==> src/rtl/ha_sched_pkg.sv <==
// Shared definitions for the bit-serial half-adder scheduler.
package ha_sched_pkg;

    // Default operand/result width.
    localparam int unsigned DefaultWidth = 8;

    // Scheduler state encoding.
    typedef logic [1:0] state_t;

    localparam state_t StIdle = 2'd0;
    localparam state_t StPhA  = 2'd1;
    localparam state_t StPhB  = 2'd2;
    localparam state_t StDone = 2'd3;

endpackage

==> src/rtl/ha_cell.sv <==
// Single half-adder cell: s = x ^ y, c = x & y.
module ha_cell (
    input  logic x,
    input  logic y,
    output logic s,
    output logic c
);

    assign s = x ^ y;
    assign c = x & y;

endmodule

==> src/rtl/ha_serial_sched.sv <==
// Bit-serial adder: one half-adder time-multiplexed over two phases per bit, LSB first.
// PH_A adds a[i]+b[i]; PH_B folds the running carry into that partial sum.
module ha_serial_sched
    import ha_sched_pkg::*;
#(
    parameter int unsigned WIDTH = DefaultWidth
) (
    input  logic             clk,
    input  logic             rst,
    input  logic             start,
    input  logic [WIDTH-1:0] a,
    input  logic [WIDTH-1:0] b,
    output logic             ready,
    output logic             busy,
    output logic             done,
    output logic [WIDTH-1:0] sum,
    output logic             cout
);

    // The bit index is held one-hot; this value selects bit 0.
    localparam logic [WIDTH-1:0] SelFirst = {{(WIDTH-1){1'b0}}, 1'b1};

    state_t           state_q, state_d;
    logic [WIDTH-1:0] a_q, a_d;
    logic [WIDTH-1:0] b_q, b_d;
    logic [WIDTH-1:0] sel_q, sel_d;
    logic [WIDTH-1:0] sum_q, sum_d;
    logic             carry_q, carry_d;
    logic             s1_q, s1_d;
    logic             c1_q, c1_d;
    logic             cout_q, cout_d;

    logic a_bit, b_bit;
    logic ha_x, ha_y, ha_s, ha_c;

    // Operand bits at the current index.
    assign a_bit = |(a_q & sel_q);
    assign b_bit = |(b_q & sel_q);

    // Half-adder input mux: operand bits in PH_A, partial sum and carry in PH_B.
    always_comb begin
        ha_x = a_bit;
        ha_y = b_bit;
        if (state_q == StPhB) begin
            ha_x = s1_q;
            ha_y = carry_q;
        end
    end

    ha_cell u_ha_cell (
        .x (ha_x),
        .y (ha_y),
        .s (ha_s),
        .c (ha_c)
    );

    // Next-state and datapath update for each scheduler phase.
    always_comb begin
        state_d = state_q;
        a_d     = a_q;
        b_d     = b_q;
        sel_d   = sel_q;
        sum_d   = sum_q;
        carry_d = carry_q;
        s1_d    = s1_q;
        c1_d    = c1_q;
        cout_d  = cout_q;

        case (state_q)
            StIdle: begin
                if (start) begin
                    a_d     = a;
                    b_d     = b;
                    sel_d   = SelFirst;
                    carry_d = 1'b0;
                    state_d = StPhA;
                end
            end
            StPhA: begin
                s1_d    = ha_s;
                c1_d    = ha_c;
                state_d = StPhB;
            end
            StPhB: begin
                sum_d   = (sum_q & ~sel_q) | (sel_q & {WIDTH{ha_s}});
                carry_d = c1_q | ha_c;
                if (sel_q[WIDTH-1]) begin
                    cout_d  = c1_q | ha_c;
                    state_d = StDone;
                end else begin
                    sel_d   = sel_q << 1;
                    state_d = StPhA;
                end
            end
            StDone: begin
                state_d = StIdle;
            end
            default: begin
                state_d = StIdle;
            end
        endcase
    end

    // State registers with synchronous reset; reset wins over any pending start.
    always_ff @(posedge clk) begin
        if (rst) begin
            state_q <= StIdle;
            a_q     <= '0;
            b_q     <= '0;
            sel_q   <= SelFirst;
            sum_q   <= '0;
            carry_q <= 1'b0;
            s1_q    <= 1'b0;
            c1_q    <= 1'b0;
            cout_q  <= 1'b0;
        end else begin
            state_q <= state_d;
            a_q     <= a_d;
            b_q     <= b_d;
            sel_q   <= sel_d;
            sum_q   <= sum_d;
            carry_q <= carry_d;
            s1_q    <= s1_d;
            c1_q    <= c1_d;
            cout_q  <= cout_d;
        end
    end

    // Status decodes from registered state only.
    assign ready = (state_q == StIdle);
    assign busy  = (state_q == StPhA) || (state_q == StPhB);
    assign done  = (state_q == StDone);
    assign sum   = sum_q;
    assign cout  = cout_q;

endmodule

==> config.mk <==
export PLATFORM = sky130hd
export DESIGN_NAME = ha_serial_sched
export DESIGN_NICKNAME = d
export VERILOG_FILES = /design/src/rtl/ha_sched_pkg.sv /design/src/rtl/ha_cell.sv /design/src/rtl/ha_serial_sched.sv
export SDC_FILE = /design/constraint.sdc
export NUM_CORES = 1
export LEC_CHECK = 0
export BUFFER_PORTS_ARGS = -buffer_cell sky130_fd_sc_hd__buf_2
export CAP_MARGIN = 20
export CORE_MARGIN = 3
export CORE_UTILIZATION = 61
export CTS_BUF_LIST = sky130_fd_sc_hd__clkbuf_4
export DETAILED_ROUTE_END_ITERATION = 10
export PLACE_DENSITY = 0.92
export SYNTH_ARGS = -nofsm -noshare
export SYNTH_HDL_FRONTEND = slang
export SYNTH_SLANG_ARGS = --single-unit
==> constraint.sdc <==
create_clock -name clk -period 3.4 [get_ports clk]
set_clock_uncertainty 0.15 [all_clocks]
set_input_delay 0.17 -clock clk [delete_from_list [all_inputs] [get_ports clk]]
set_output_delay 0.17 -clock clk [all_outputs]
set_load 0.02 [all_outputs]
==> flow_summary_export.csv, run 1 <==
group,metric,value,unit
grt,grt_pass1_wl,6570,um
floorplanning,die_h,57.8,um
critical_path,crit_fanout,16,
power,seqPwrFrac,0.547,
power,swShare,0.303,
timing,fin_hold_ws,0.109,ns
detailed_routing,final_antenna_net_count,0,
critical_path,arrival,2.32,ns
critical_path,cp_data_required_time,3.46,ns
cells_and_area,layout_commonest_cell,"nand2_1",
critical_path,rr_startpoint,"state_q[0]",
cts,clkLatencyLatePin,0.34,ns
min_path,hold_class,"input pin to register",
timing,worstMarginPinSlew,0.696,ns
yosys,seq_area_frac_synth,0.464,
cts,postCtsSetupBuffers,0,
critical_path,crit_type,"register to register",
detailed_routing,num_vias,1550,
detailed_routing,drt-vias-per-instance,5.85,
cts,cts_tree,"done",
place,dp_hpwl,2310,um
cts,ctsHtreeMaxLevel,2,
timing,setup_tns,0,ns
yosys,ys_warn_count,0,
place,place_congestion,0.792,
timing,slew_headroom,0.536,
detailed_routing,route.detailed.drc,0,
yosys,ys_seq_elements,38,
yosys,syn_area_per_cell,8.45,um2
yosys,synthAdderAreaFrac,0.0382,
yosys,synth_top_family_by_area,"simple AND/OR/NAND/NOR gates",
yosys,synth_cell_types,29,
power,vdd.ir_drop.worst,421,uV
yosys,yosysTopAreaCellShare,0.464,
timing,fmax,443,MHz
grt,grt-ovfl-total,0,
cts,numCtsBuffers,5,
timing,final-setup-viol-count,0,
cts,ctsHoldBuffers,16,
timing,hold_violations,0,
cts,clockBufferDepth,2,
yosys,synth_nets,218,
cells_and_area,fill_cells,173,
grt,antenna_found_initial,0,
detailed_routing,dr.first_iter.drc_count,67,
floorplanning,initial_utilization,0.650,
cells_and_area,finish.instance_area,0.00196,mm2
yosys,synth.cell_area,0.00164,mm2
cells_and_area,nets,258,
power,p_leak,0.000758,uW
yosys,muxShareOfSynthArea,0.0405,
power,power_frac_clock,0.254,
yosys,synthSimpleGateAreaFrac,0.212,
critical_path,worstRegToRegCells,6,
yosys,synth_largest_area_cell,"dfxtp_1",
floorplanning,die-area,0.00334,mm2
cells_and_area,postLayoutCoreUtil,0.776,
power,p_int,626,uW
floorplanning,rows,18,
min_path,hold_depth,3,
detailed_routing,wl_per_cell,14.6,um
critical_path,crit_path_start,"state_q[0]",
job,maxCapViolations,0,
yosys,synth_xor_area_frac,0,
timing,drv_slew,0,
power,switchingPower,271,uW
place,dpl_cell_area,0.00174,mm2
cells_and_area,n_antenna_cell,0,
grt,grt_pass1_vias,1500,
cells_and_area,mostFrequentLayoutCells,"nand2_1 (47), dfxtp_1 (38), a21oi_1 (30), buf_2 (30), dlygate4sd3_1 (16)",
critical_path,end_kind,"register",
yosys,yosys-top-cells-area,"dfxtp_1 (46%), nand2_1 (11%), a21oi_1 (9.2%)",
cts,cts-root-buf,"clkbuf_4",
timing,fin_crit,2.26,ns
detailed_routing,first_pass_iters,4,
cells_and_area,area_growth,19.4,%
timing,fin_crit_sh,0.664,
yosys,synth_compound_area_frac,0.182,
power,p_comb_frac,0.199,
critical_path,start_kind,"register",
floorplanning,coreArea,0.00252,mm2
detailed_routing,routed_wl,3880,um
min_path,min_from,"start",
grt,grt_max_degree,39,
cts,cts.sinks,38,
floorplanning,io_pins,31,
grt,grt.total_usage,0.260,
power,p_per_area,459,mW/mm2
cts,path_clk_slew,0.10,ns
yosys,synthCells,194,
status,status,"finished clean",
cts,cts_resized,0,
place,port_buffers,30,
timing,rsz0062_at_grt,"false",
floorplanning,die_w,57.8,um
cells_and_area,drive_above_1_share,0.191,
power by group through the flow:
stage                     Clock [uW]  Combinational, uW  Sequential (uW)
after floorplan                    0                139              495
after global placement             0                157              499
after global routing             253                199              494
after detailed placement           0                160              500
final                            228                178              491
after CTS                        230                174              490
path summary, 6_finish.rpt:
kind	end	slack, ns
setup reg to reg	register	1.14
setup / recovery	register	1.14
hold / removal	state_q[0]	0.11
hold reg to reg	register	0.31
layer usage:
layer | track usage | vias up | part of all wire
li1 | - | 747 | -
met1 | 0.284 | 723 | 0.40
met2 | 0.450 | 64 | 0.50
met3 | 0.0713 | 16 | 0.065
met4 | 0.146 | 0 | 0.036
met5 | 0 | - | 0
critical path, stage by stage (launching register included):
cell,delay [ns]
dfxtp_1,0.35
inv_1,0.10
ha_1,0.48
mux2_2,0.40
ha_1,0.40
mux2i_1,0.18
nor2_1,0.05
stage by stage:
step / setup slack, ns / instances / total power [uW]
floorplan: 1.45 / 194 / 633
global placement: 1.27 / 241 / 656
finish: 1.14 / 265 / 897
detailed placement: 1.15 / 241 / 660
CTS: 1.15 / 265 / 894
global route: 0.978 / 265 / 946
cell usage after synthesis:
cell type and instances:
nor3_1 1, o21ai_1 1, clkbuf_1 4, nand2_2 1, nor2b_1 1, a211oi_1 2
mux2_2 2, o21ai_0 7, nand2b_1 1, buf_12 1, a22oi_1 8, nand3b_1 1
mux2i_1 3, mux2i_2 1, nand3_1 8, buf_2 6, o211ai_1 1, buf_6 1
nand4_1 2, a21oi_1 30, dfxtp_1 38, a21oi_2 3, nand4b_1 6, nor2_1 6
buf_4 2, nand2_1 47, inv_1 3, and2_1 2, ha_1 5
logic make-up after synthesis:
| logic type | after synthesis |
|---|---|
| AO/OA/AOI/OAI | 52 |
| buffers and inverters | 17 |
| multiplexers | 6 |
| flip-flops | 38 |
| adder cells (fa/ha/maj) | 5 |
| AND/OR/NAND/NOR | 76 |
area by class of cell:
cell class | count | area, um2 | share of cell area
repair buffers | 47 | 318 | 0.162
clock buffers | 6 | 45.0 | 0.0230
well taps | 30 | 37.5 | 0.0192
clock inverters | 2 | 8.76 | 0.00448
multi-input cells | 139 | 776 | 0.396
flip-flops and latches | 38 | 761 | 0.389
inverters | 3 | 11.3 | 0.00575
(Power assumes the default switching activity.)
==> run 2: changes to the inputs <==
--- a/config.mk
+++ b/config.mk
@@ -8,10 +8,10 @@
 export BUFFER_PORTS_ARGS = -buffer_cell sky130_fd_sc_hd__buf_2
 export CAP_MARGIN = 20
 export CORE_MARGIN = 3
-export CORE_UTILIZATION = 61
+export CORE_UTILIZATION = 56
 export CTS_BUF_LIST = sky130_fd_sc_hd__clkbuf_4
 export DETAILED_ROUTE_END_ITERATION = 10
-export PLACE_DENSITY = 0.92
+export PLACE_DENSITY = 0.85
 export SYNTH_ARGS = -nofsm -noshare
 export SYNTH_HDL_FRONTEND = slang
 export SYNTH_SLANG_ARGS = --single-unit
==> constraint.sdc (replaced) <==
create_clock -name clk -period 2.2 [get_ports clk]
set_clock_uncertainty 0.15 [all_clocks]
set_input_delay 0.11 -clock clk [delete_from_list [all_inputs] [get_ports clk]]
set_output_delay 0.11 -clock clk [all_outputs]
set_load 0.02 [all_outputs]
==> flow_summary_export.csv, run 2 (synthesized netlist as in run 1, its figures left out) <==
group,metric,value,unit
status,status,"finished clean",
timing,slew_headroom,0.536,
critical_path,crit_fanout,9,
cts,cts.sinks,38,
critical_path,worstRegToRegCells,6,
place,port_buffers,30,
cts,path_clk_slew,0.11,ns
place,place_congestion,0.858,
power,p_per_area,699,mW/mm2
detailed_routing,dr.first_iter.drc_count,52,
floorplanning,initial_utilization,0.622,
critical_path,cp_data_required_time,2.33,ns
cells_and_area,multiInputGateArea,776,um2
detailed_routing,route.detailed.drc,0,
timing,setup_slack,0.194,ns
cts,ctsHtreeMaxLevel,2,
grt,grt_max_degree,39,
cts,clockBufferDepth,2,
timing,fin_crit_sh,0.912,
detailed_routing,final_antenna_net_count,0,
cells_and_area,fill_cells,193,
cells_and_area,seqCellArea,761,um2
place,dpl_cell_area,0.00175,mm2
grt,antenna_found_initial,0,
timing,drv_slew,0,
floorplanning,die-area,0.00361,mm2
timing,final-setup-viol-count,0,
critical_path,crit_type,"register to register",
cells_and_area,nets,259,
critical_path,arrival,2.13,ns
cells_and_area,n_antenna_cell,0,
power,vdd.ir_drop.worst,647,uV
cts,cts_resized,0,
min_path,whs_endpoint,"state_q[0]",
cts,clkLatencyLatePin,0.34,ns
cells_and_area,drive_above_1_share,0.196,
floorplanning,coreArea,0.00264,mm2
min_path,min_from,"start",
grt,grt_pass1_vias,1445,
power,p_total,1370,uW
cells_and_area,area_growth,19.5,%
floorplanning,die_h,60.1,um
min_path,hold_depth,3,
place,place_ws,0.227,ns
grt,grt_pass1_wl,6260,um
power,p_leak,0.000761,uW
cells_and_area,mostFrequentLayoutCells,"nand2_1 (47), dfxtp_1 (38), a21oi_1 (30), buf_2 (30), dlygate4sd3_1 (16)",
timing,setup_tns,0,ns
detailed_routing,routed_wl,3740,um
detailed_routing,wl_per_cell,14.1,um
critical_path,rr_startpoint,"state_q[0]",
detailed_routing,drt-vias-per-instance,5.72,
timing,fin_hold_ws,0.0117,ns
critical_path,end_kind,"register",
critical_path,r2r_slack,0.19,ns
min_path,hold_class,"input pin to register",
place,dp_hpwl,2500,um
cells_and_area,finish.instance_area,0.00196,mm2
detailed_routing,num_vias,1515,
grt,grt.total_usage,0.235,
detailed_routing,first_pass_iters,4,
critical_path,start_kind,"register",
timing,hold_violations,0,
floorplanning,rows,18,
cells_and_area,layout_commonest_cell,"nand2_1",
job,maxCapViolations,0,
timing,rsz0062_at_grt,"false",
cts,cts-root-buf,"clkbuf_4",
cts,numCtsBuffers,5,
timing,worstMarginPinSlew,0.697,ns
floorplanning,io_pins,31,
timing,fmax,499,MHz
cts,cts_tree,"done",
timing,fin_crit,2.01,ns
grt,grt-ovfl-total,0,
floorplanning,die_w,60.1,um
==> run 2: cell types whose count changed in the layout (fill, tap and decap cells not counted), sizes merged <==
cell / previous run / this run
clkbuf: 6 / 5
buf: 31 / 32
==> run 2: through the flow <==
step / utilization / std cells
6_report: 0.743 / 265
2_1_floorplan: - / 194
3_3_place_gp: 0.664 / 242
5_1_grt: 0.743 / 265
3_5_place_dp: 0.664 / 242
4_1_cts: 0.743 / 265
==> run 2: routing by layer <==
layer  up-vias  routed length (um)  global-route usage
met1       700                1470               0.260
met2        56                1940               0.395
met4         0                  74               0.114
met5         -                   0                   0
met3        10                 254              0.0864
li1        749                   -                   -
==> run 2: timing repair <==
item                      in CTS  in global routing
hold endpoints to repair      16                  0
buffers inserted               0                  0
hold buffers                  16                  0
==> run 2: worst max path at each step <==
stage	start	to	cells past startpoint
finish	state_q[0]	register	6
CTS	state_q[0]	register	6
global route	sel_q[7]	register	6
floorplan	state_q[0]	register	8
detailed placement	state_q[0]	s1_q	6
global placement	state_q[0]	register	6
==> run 2: where the power goes <==
group | switching (uW) | total (uW) | leakage (uW) | internal (uW)
Sequential | 30.3 | 758 | 0.000309 | 728
Combinational | 169 | 277 | 0.000421 | 108
Clock | 218 | 333 | 0.0000308 | 115
==> run 2: cell type report <==
class / instances / area share
clock buffers: 5 / 0.0192
clock inverters: 2 / 0.00511
inverters: 3 / 0.00575
multi-input cells: 139 / 0.396
flip-flops and latches: 38 / 0.388
well taps: 30 / 0.0192
repair buffers: 48 / 0.166
==> run 2: critical path, cell delays in order (launching register included) <==
cell	delay, ns
dfxtp_1	0.35
inv_1	0.11
ha_1	0.24
mux2_2	0.36
ha_1	0.45
nand3_1	0.12
a21oi_1	0.15
